<file path="config.mk">
export PLATFORM = sky130hd
export DESIGN_NAME = buf_ram_arbiter
export DESIGN_NICKNAME = d
export VERILOG_FILES = /design/src/rtl/buf_ram_arbiter.sv
export SDC_FILE = /design/constraint.sdc
export NUM_CORES = 1
export LEC_CHECK = 0
export CORE_MARGIN = 10
export CORE_UTILIZATION = 52
export DETAILED_ROUTE_END_ITERATION = 7
export GPL_ROUTABILITY_DRIVEN = 0
export PLACE_DENSITY_LB_ADDON = 0.12
export SETUP_SLACK_MARGIN = 0.1
export SLEW_MARGIN = 0
export SYNTH_ARGS = -nofsm -noshare
export SYNTH_HDL_FRONTEND = slang
export SYNTH_SLANG_ARGS = --single-unit
</file>
<file path="constraint.sdc">
create_clock -name clk -period 10.3 [get_ports clk]
set_input_delay 2.06 -clock clk [delete_from_list [all_inputs] [get_ports clk]]
set_output_delay 2.06 -clock clk [all_outputs]
set_load 0.01 [all_outputs]
</file>
<file path="src/rtl/buf_ram_arbiter.sv">
// ============================================================================
// Module   : buf_ram_arbiter
// Purpose  : Round-robin sharing of the single-port 8-bit packet buffer RAM
//            between RX byte writes, TX byte reads and 32-bit controller words.
// Revision : 1.0 - initial release
// ============================================================================
`default_nettype none

module buf_ram_arbiter #(
  parameter int NUMBER = 256,
  parameter int AW     = $clog2(NUMBER)
) (
  input  logic          clk,
  input  logic          reset,
  input  logic          start_wr_byte,
  input  logic [AW-1:0] wr_addr_byte,
  input  logic [7:0]    wr_byte,
  output logic          done_wr_byte,
  input  logic          start_rd_byte,
  input  logic [AW-1:0] rd_addr_byte,
  output logic [7:0]    rd_byte,
  output logic          done_rd_byte,
  input  logic          start_rd_ram,
  input  logic [AW-1:0] start_rd_addr,
  output logic [31:0]   rd_word,
  output logic          done_rd_ram,
  input  logic          start_wr_ram,
  input  logic [AW-1:0] start_wr_addr,
  input  logic [31:0]   wr_word,
  output logic          done_wr_ram,
  output logic [AW-1:0] ram_addr,
  output logic [7:0]    ram_d,
  output logic          ram_we,
  input  logic [7:0]    ram_q,
  output logic          busy,
  output logic          overrun
);

  localparam logic [AW:0] c_number = (AW+1)'(NUMBER);

  typedef enum logic [2:0] {
    S_IDLE    = 3'd0,
    S_BYTE_WR = 3'd1,
    S_BYTE_RD = 3'd2,
    S_RD_WAIT = 3'd3,
    S_WORD_RD = 3'd4,
    S_WORD_WR = 3'd5,
    S_DONE    = 3'd6
  } state_t;

  state_t        r_state, w_state_nxt;
  logic [3:0]    r_pend;
  logic [1:0]    r_last_grant;
  logic [1:0]    r_grant;
  logic [1:0]    r_k;
  logic [AW-1:0] r_wr_addr_byte, r_rd_addr_byte, r_rd_addr, r_wr_addr;
  logic [7:0]    r_wr_byte;
  logic [31:0]   r_wr_word;
  logic [23:0]   r_word_buf;

  logic          w_found;
  logic [1:0]    w_pick;
  logic [3:0]    w_start, w_accept, w_in_service, w_grant_clr, w_pend_nxt;
  logic [AW-1:0] w_base, w_word_addr;
  logic [AW:0]   w_sum;

  // Round-robin pick: first pending requester after the last one granted
  always_comb begin
    logic [1:0] cand;
    w_found = 1'b0;
    w_pick  = r_last_grant;
    cand    = r_last_grant;
    for (int off = 1; off <= 4; off++) begin
      cand = r_last_grant + off[1:0];
      if (!w_found && r_pend[cand]) begin
        w_found = 1'b1;
        w_pick  = cand;
      end
    end
  end

  always_comb begin
    w_start      = {start_wr_ram, start_rd_ram, start_rd_byte, start_wr_byte};
    w_in_service = (r_state != S_IDLE) ? (4'b0001 << r_grant) : 4'b0000;
    w_accept     = w_start & ~r_pend & ~w_in_service;
    w_grant_clr  = (r_state == S_IDLE && w_found) ? (4'b0001 << w_pick) : 4'b0000;
    w_pend_nxt   = (r_pend & ~w_grant_clr) | w_accept;
  end

  // Word byte address, wrapping at the buffer depth
  always_comb begin
    w_base      = (r_grant == 2'd2) ? r_rd_addr : r_wr_addr;
    w_sum       = {1'b0, w_base} + {{(AW-1){1'b0}}, r_k};
    w_word_addr = (w_sum >= c_number) ? AW'(w_sum - c_number) : w_sum[AW-1:0];
  end

  always_comb begin
    w_state_nxt = r_state;
    case (r_state)
      S_IDLE: begin
        if (w_found) begin
          case (w_pick)
            2'd0:    w_state_nxt = S_BYTE_WR;
            2'd1:    w_state_nxt = S_BYTE_RD;
            2'd2:    w_state_nxt = S_WORD_RD;
            default: w_state_nxt = S_WORD_WR;
          endcase
        end
      end
      S_BYTE_WR: w_state_nxt = S_DONE;
      S_BYTE_RD: w_state_nxt = S_RD_WAIT;
      S_RD_WAIT: w_state_nxt = S_DONE;
      S_WORD_RD: if (r_k == 2'd3) w_state_nxt = S_RD_WAIT;
      S_WORD_WR: if (r_k == 2'd3) w_state_nxt = S_DONE;
      S_DONE:    w_state_nxt = S_IDLE;
      default:   w_state_nxt = S_IDLE;
    endcase
  end

  always_ff @(posedge clk or posedge reset) begin
    if (reset) r_state <= S_IDLE;
    else       r_state <= w_state_nxt;
  end

  always_ff @(posedge clk or posedge reset) begin
    if (reset) begin
      r_pend         <= 4'b0000;
      r_last_grant   <= 2'd3;
      r_grant        <= 2'd0;
      r_k            <= 2'd0;
      r_wr_addr_byte <= '0;
      r_rd_addr_byte <= '0;
      r_rd_addr      <= '0;
      r_wr_addr      <= '0;
      r_wr_byte      <= 8'h00;
      r_wr_word      <= 32'h0;
      r_word_buf     <= 24'h0;
      done_wr_byte   <= 1'b0;
      done_rd_byte   <= 1'b0;
      done_rd_ram    <= 1'b0;
      done_wr_ram    <= 1'b0;
      ram_addr       <= '0;
      ram_d          <= 8'h00;
      ram_we         <= 1'b0;
      rd_byte        <= 8'h00;
      rd_word        <= 32'h0;
      busy           <= 1'b0;
      overrun        <= 1'b0;
    end else begin
      r_pend  <= w_pend_nxt;
      busy    <= (|w_pend_nxt) | (w_state_nxt != S_IDLE);
      overrun <= overrun | (|(w_start & ~w_accept));

      if (w_accept[0]) begin
        r_wr_addr_byte <= wr_addr_byte;
        r_wr_byte      <= wr_byte;
      end
      if (w_accept[1]) r_rd_addr_byte <= rd_addr_byte;
      if (w_accept[2]) r_rd_addr <= start_rd_addr;
      if (w_accept[3]) begin
        r_wr_addr <= start_wr_addr;
        r_wr_word <= wr_word;
      end

      done_wr_byte <= 1'b0;
      done_rd_byte <= 1'b0;
      done_rd_ram  <= 1'b0;
      done_wr_ram  <= 1'b0;
      ram_we       <= 1'b0;

      case (r_state)
        S_IDLE: begin
          if (w_found) begin
            r_grant      <= w_pick;
            r_last_grant <= w_pick;
            r_k          <= 2'd0;
          end
        end
        S_BYTE_WR: begin
          ram_we   <= 1'b1;
          ram_addr <= r_wr_addr_byte;
          ram_d    <= r_wr_byte;
        end
        S_BYTE_RD: ram_addr <= r_rd_addr_byte;
        S_WORD_WR: begin
          ram_we   <= 1'b1;
          ram_addr <= w_word_addr;
          ram_d    <= r_wr_word[{r_k, 3'b000} +: 8];
          r_k      <= r_k + 2'd1;
        end
        S_WORD_RD: begin
          // RAM data trails its address by two edges, so byte k-2 lands now
          ram_addr <= w_word_addr;
          if (r_k >= 2'd2) r_word_buf[{r_k - 2'd2, 3'b000} +: 8] <= ram_q;
          r_k      <= r_k + 2'd1;
        end
        S_RD_WAIT: if (r_grant == 2'd2) r_word_buf[23:16] <= ram_q;
        S_DONE: begin
          case (r_grant)
            2'd0: done_wr_byte <= 1'b1;
            2'd1: begin
              done_rd_byte <= 1'b1;
              rd_byte      <= ram_q;
            end
            2'd2: begin
              done_rd_ram <= 1'b1;
              rd_word     <= {ram_q, r_word_buf};
            end
            default: done_wr_ram <= 1'b1;
          endcase
        end
        default: ;
      endcase
    end
  end

endmodule

`default_nettype wire

</file>
==> results.yml <==
outcome:
  status: "complete, no violations"
worst_setup_path:
  ff2ff_setup_slack_ns: 7.29
  cp_max_fo: 96
  worstSetupStartpointType: "input port"
  end_kind: "async pin"
  cpPeakStageDelay_ns: 0.84
  r2r_start: "r_state[1]$_DFF_PP0_"
  cp.arrival_ns: 4.05
  cp_slowest_cell: "buf_4"
  worstPathRequired_ns: 10.73
  critPathKind: "in -> async"
  crit_path_cell_trace: "clkdlybuf4s50_1 > inv_6 > buf_4"
  startpoint: "reset"
sta:
  fin_crit_sh: 0.352
  rsz0062_at_grt: "false"
  fmax_mhz: 276
  finalHoldViolations: 0
  worst_slew_pin_slew_ns: 0.950
  period_needed_ns: 3.62
  finClkSkew_ns: 0.00514
  setup_viol: 0
  holdWs_ns: 0.485
  slew_viol_final: 0
  maxSlewHeadroom: 0.367
  fin_setup_tns_ns: 0
  layout_setup_ws_ns: 6.68
drt:
  post_drt_wl_per_cell_um: 18.8
  wirelength_um: 18100
  viasPerCell: 5.42
  drc_errors: 0
  ant_nets: 0
  firstDrtPassIters: 4
  vias: 5215
  drt_iter0_drc: 343
clocking:
  clk_pin_slew_ns: 0.06
  h-tree-depth: 4
  insertion_delay_ns: 0.43
  clock-sinks: 172
  ctsResizeCount: 0
  clk_root_buffer_cell: "clkbuf_16"
  cts_setup_buffers: 0
  cts_hold_buf: 0
  numCtsBuffers: 17
  cts_tree: "built"
  cts_max_path_buffers: 2
pwr:
  clkPwrFrac: 0.199
  combPwrFrac: 0.404
  power_frac_seq: 0.397
  sw_frac_of_total: 0.338
  p_sw_mw: 1.10
  vdd_drop_max_mv: 0.144
  leakagePower_nw: 4.38
  power.density_mw_per_mm2: 327
  p_int_mw: 2.16
synthesis:
  ys_types: 55
  avgSynthCellArea_um2: 12.5
  synthTopCellsByArea: "dfrtp_1 54%, mux2_2 9.9%, mux2_4 7.7%, nand2_1 3.5%, o21ai_0 3.3%"
  synth_top_area_share: 0.543
  synth_edf_count: 0
  synth_seq_cells: 172
  synthMostInstantiatedCell: "dfrtp_1"
  syn_area_mm2: 0.00783
  yosys.area.top_type: "dfrtp_1"
  async_reset_ff_frac: 1.00
  syn_nets: 725
  synth_commonest_cells: "170 x dfrtp_1, 73 x nand2_1, 69 x mux2_2"
  yosys_warnings: 0
  syn-instance-count: 627
  ys_seq_area_frac: 0.550
  ys.flop_type: "dfrtp_1"
grt:
  grt_pass1_wl_um: 29300
  grt_max_degree: 97
  antenna_found_initial: 0
  track_usage: 0.181
  grt_overflow: 0
  first_global_vias: 5557
placed_design:
  post_dp_cell_area_mm2: 0.00938
  pre_cts_slack_ns: 6.10
  hpwl_um: 13200
  port_buffers: 148
hold_path:
  hp-start: "r_word_buf[14]$_DFFE_PP0P_"
  hold_class: "reg -> reg"
layout:
  fin_nets: 864
  design_area_mm2: 0.00998
  nFillCells: 1063
  area_delta_synth_final_pct: 27.5
  drive_gt1_frac: 0.210
  antenna_cells: 0
flow_run:
  maxCapViolCount: 0
floorplanning:
  core_mm2: 0.0146
  die-area_mm2: 0.0204
  rows: 44
  boundaryPins: 149
  die_w_um: 143
  die_h_um: 143
  start_util: 0.535
path summary, 6_finish.rpt:
| path | to | cells after the start |
|---|---|---|
| worst max-delay path | r_wr_addr[3]$_DFFE_PP0P_ | 3 |
| max in group clk | busy$_DFF_PP0_ | 5 |
| worst min-delay path | r_word_buf[14]$_DFFE_PP0P_ | 2 |
| worst max register to register | busy$_DFF_PP0_ | 6 |
| min in group asynchronous | r_wr_word[8]$_DFFE_PP0P_ | 2 |
| worst min register to register | r_word_buf[14]$_DFFE_PP0P_ | 2 |
critical path: cells and delay by family:
kind / cells / cell delay [ns]
buffers and inverters: 3 / 1.93
power by group through the flow:
stage               clock, mW  sequential [mW]  combinational [mW]
global route            0.687             1.35                1.45
CTS                     0.659             1.30                1.34
floorplan                   0             1.23               0.904
finish                  0.650             1.30                1.32
detailed placement          0             1.31                1.33
global placement            0             1.28                1.28
kinds of logic after synthesis:
family,Yosys count,synth area share
compound gates,98,0.0753
xor+xnor,9,0.0101
fa+ha+maj,12,0.0201
buf+inv,56,0.0366
flops,172,0.550
mux,132,0.218
simple gates,148,0.0897
per-stage QoR:
step                 util  cells  power, mW
CTS                 0.682    962       3.29
detailed placement  0.641    931       2.63
global route        0.682    962       3.48
floorplan               -    627       2.13
finish              0.682    962       3.26
global placement    0.641    931       2.57
layer usage:
| metal | up-vias | GRT usage | share of wire |
|---|---|---|---|
| met5 | - | 0 | 0 |
| met4 | 0 | 0.0586 | 0.017 |
| met3 | 24 | 0.0448 | 0.052 |
| met2 | 138 | 0.300 | 0.49 |
| met1 | 2582 | 0.230 | 0.44 |
| li1 | 2471 | - | - |
area by class of cell:
type	instances	area [um2]	share of cell area
sequential	172	4310	0.431
multi-input combinational	399	3240	0.324
timing repair buffer	153	1520	0.152
clock buffer	21	460	0.0461
tap	184	230	0.0231
clock inverter	10	141	0.0142
inverter	23	91.3	0.00915
sequential cells by signal, indices dropped and copies added, names as in the netlist, 3 cells and up:
| register | count |
|---|---|
| r_wr_word | 32 |
| rd_word | 32 |
| r_word_buf | 24 |
| r_rd_addr | 8 |
| r_rd_addr_byte | 8 |
| r_wr_addr | 8 |
| r_wr_addr_byte | 8 |
| r_wr_byte | 8 |
| ram_addr | 8 |
| ram_d | 8 |
| rd_byte | 8 |
| r_pend | 4 |
| r_state | 3 |
placed cells by master, fill, tap and decap left out, types with 3 or more instances in the layout:
| master | instances |
|---|---|
| a21oi_1 | 16 |
| nor2b_1 | 4 |
| a32o_1 | 3 |
| mux2i_1 | 15 |
| inv_1 | 22 |
| xnor2_1 | 8 |
| nor3_1 | 7 |
| a22o_1 | 4 |
| nand2_1 | 73 |
| clkbuf_16 | 17 |
| bufinv_16 | 3 |
| o21ai_0 | 51 |
| ha_1 | 11 |
| dfrtp_1 | 170 |
| nor2_1 | 22 |
| a31oi_1 | 3 |
| mux4_2 | 8 |
| mux2_2 | 69 |
| and3_1 | 5 |
| clkdlybuf4s50_1 | 148 |
| o22ai_1 | 5 |
| nor2_2 | 3 |
| buf_4 | 5 |
| nand3_1 | 12 |
| mux2_4 | 40 |
| clkinvlp_4 | 5 |
| nand2b_1 | 8 |
Note: power is estimated with default switching activity, not from simulation.
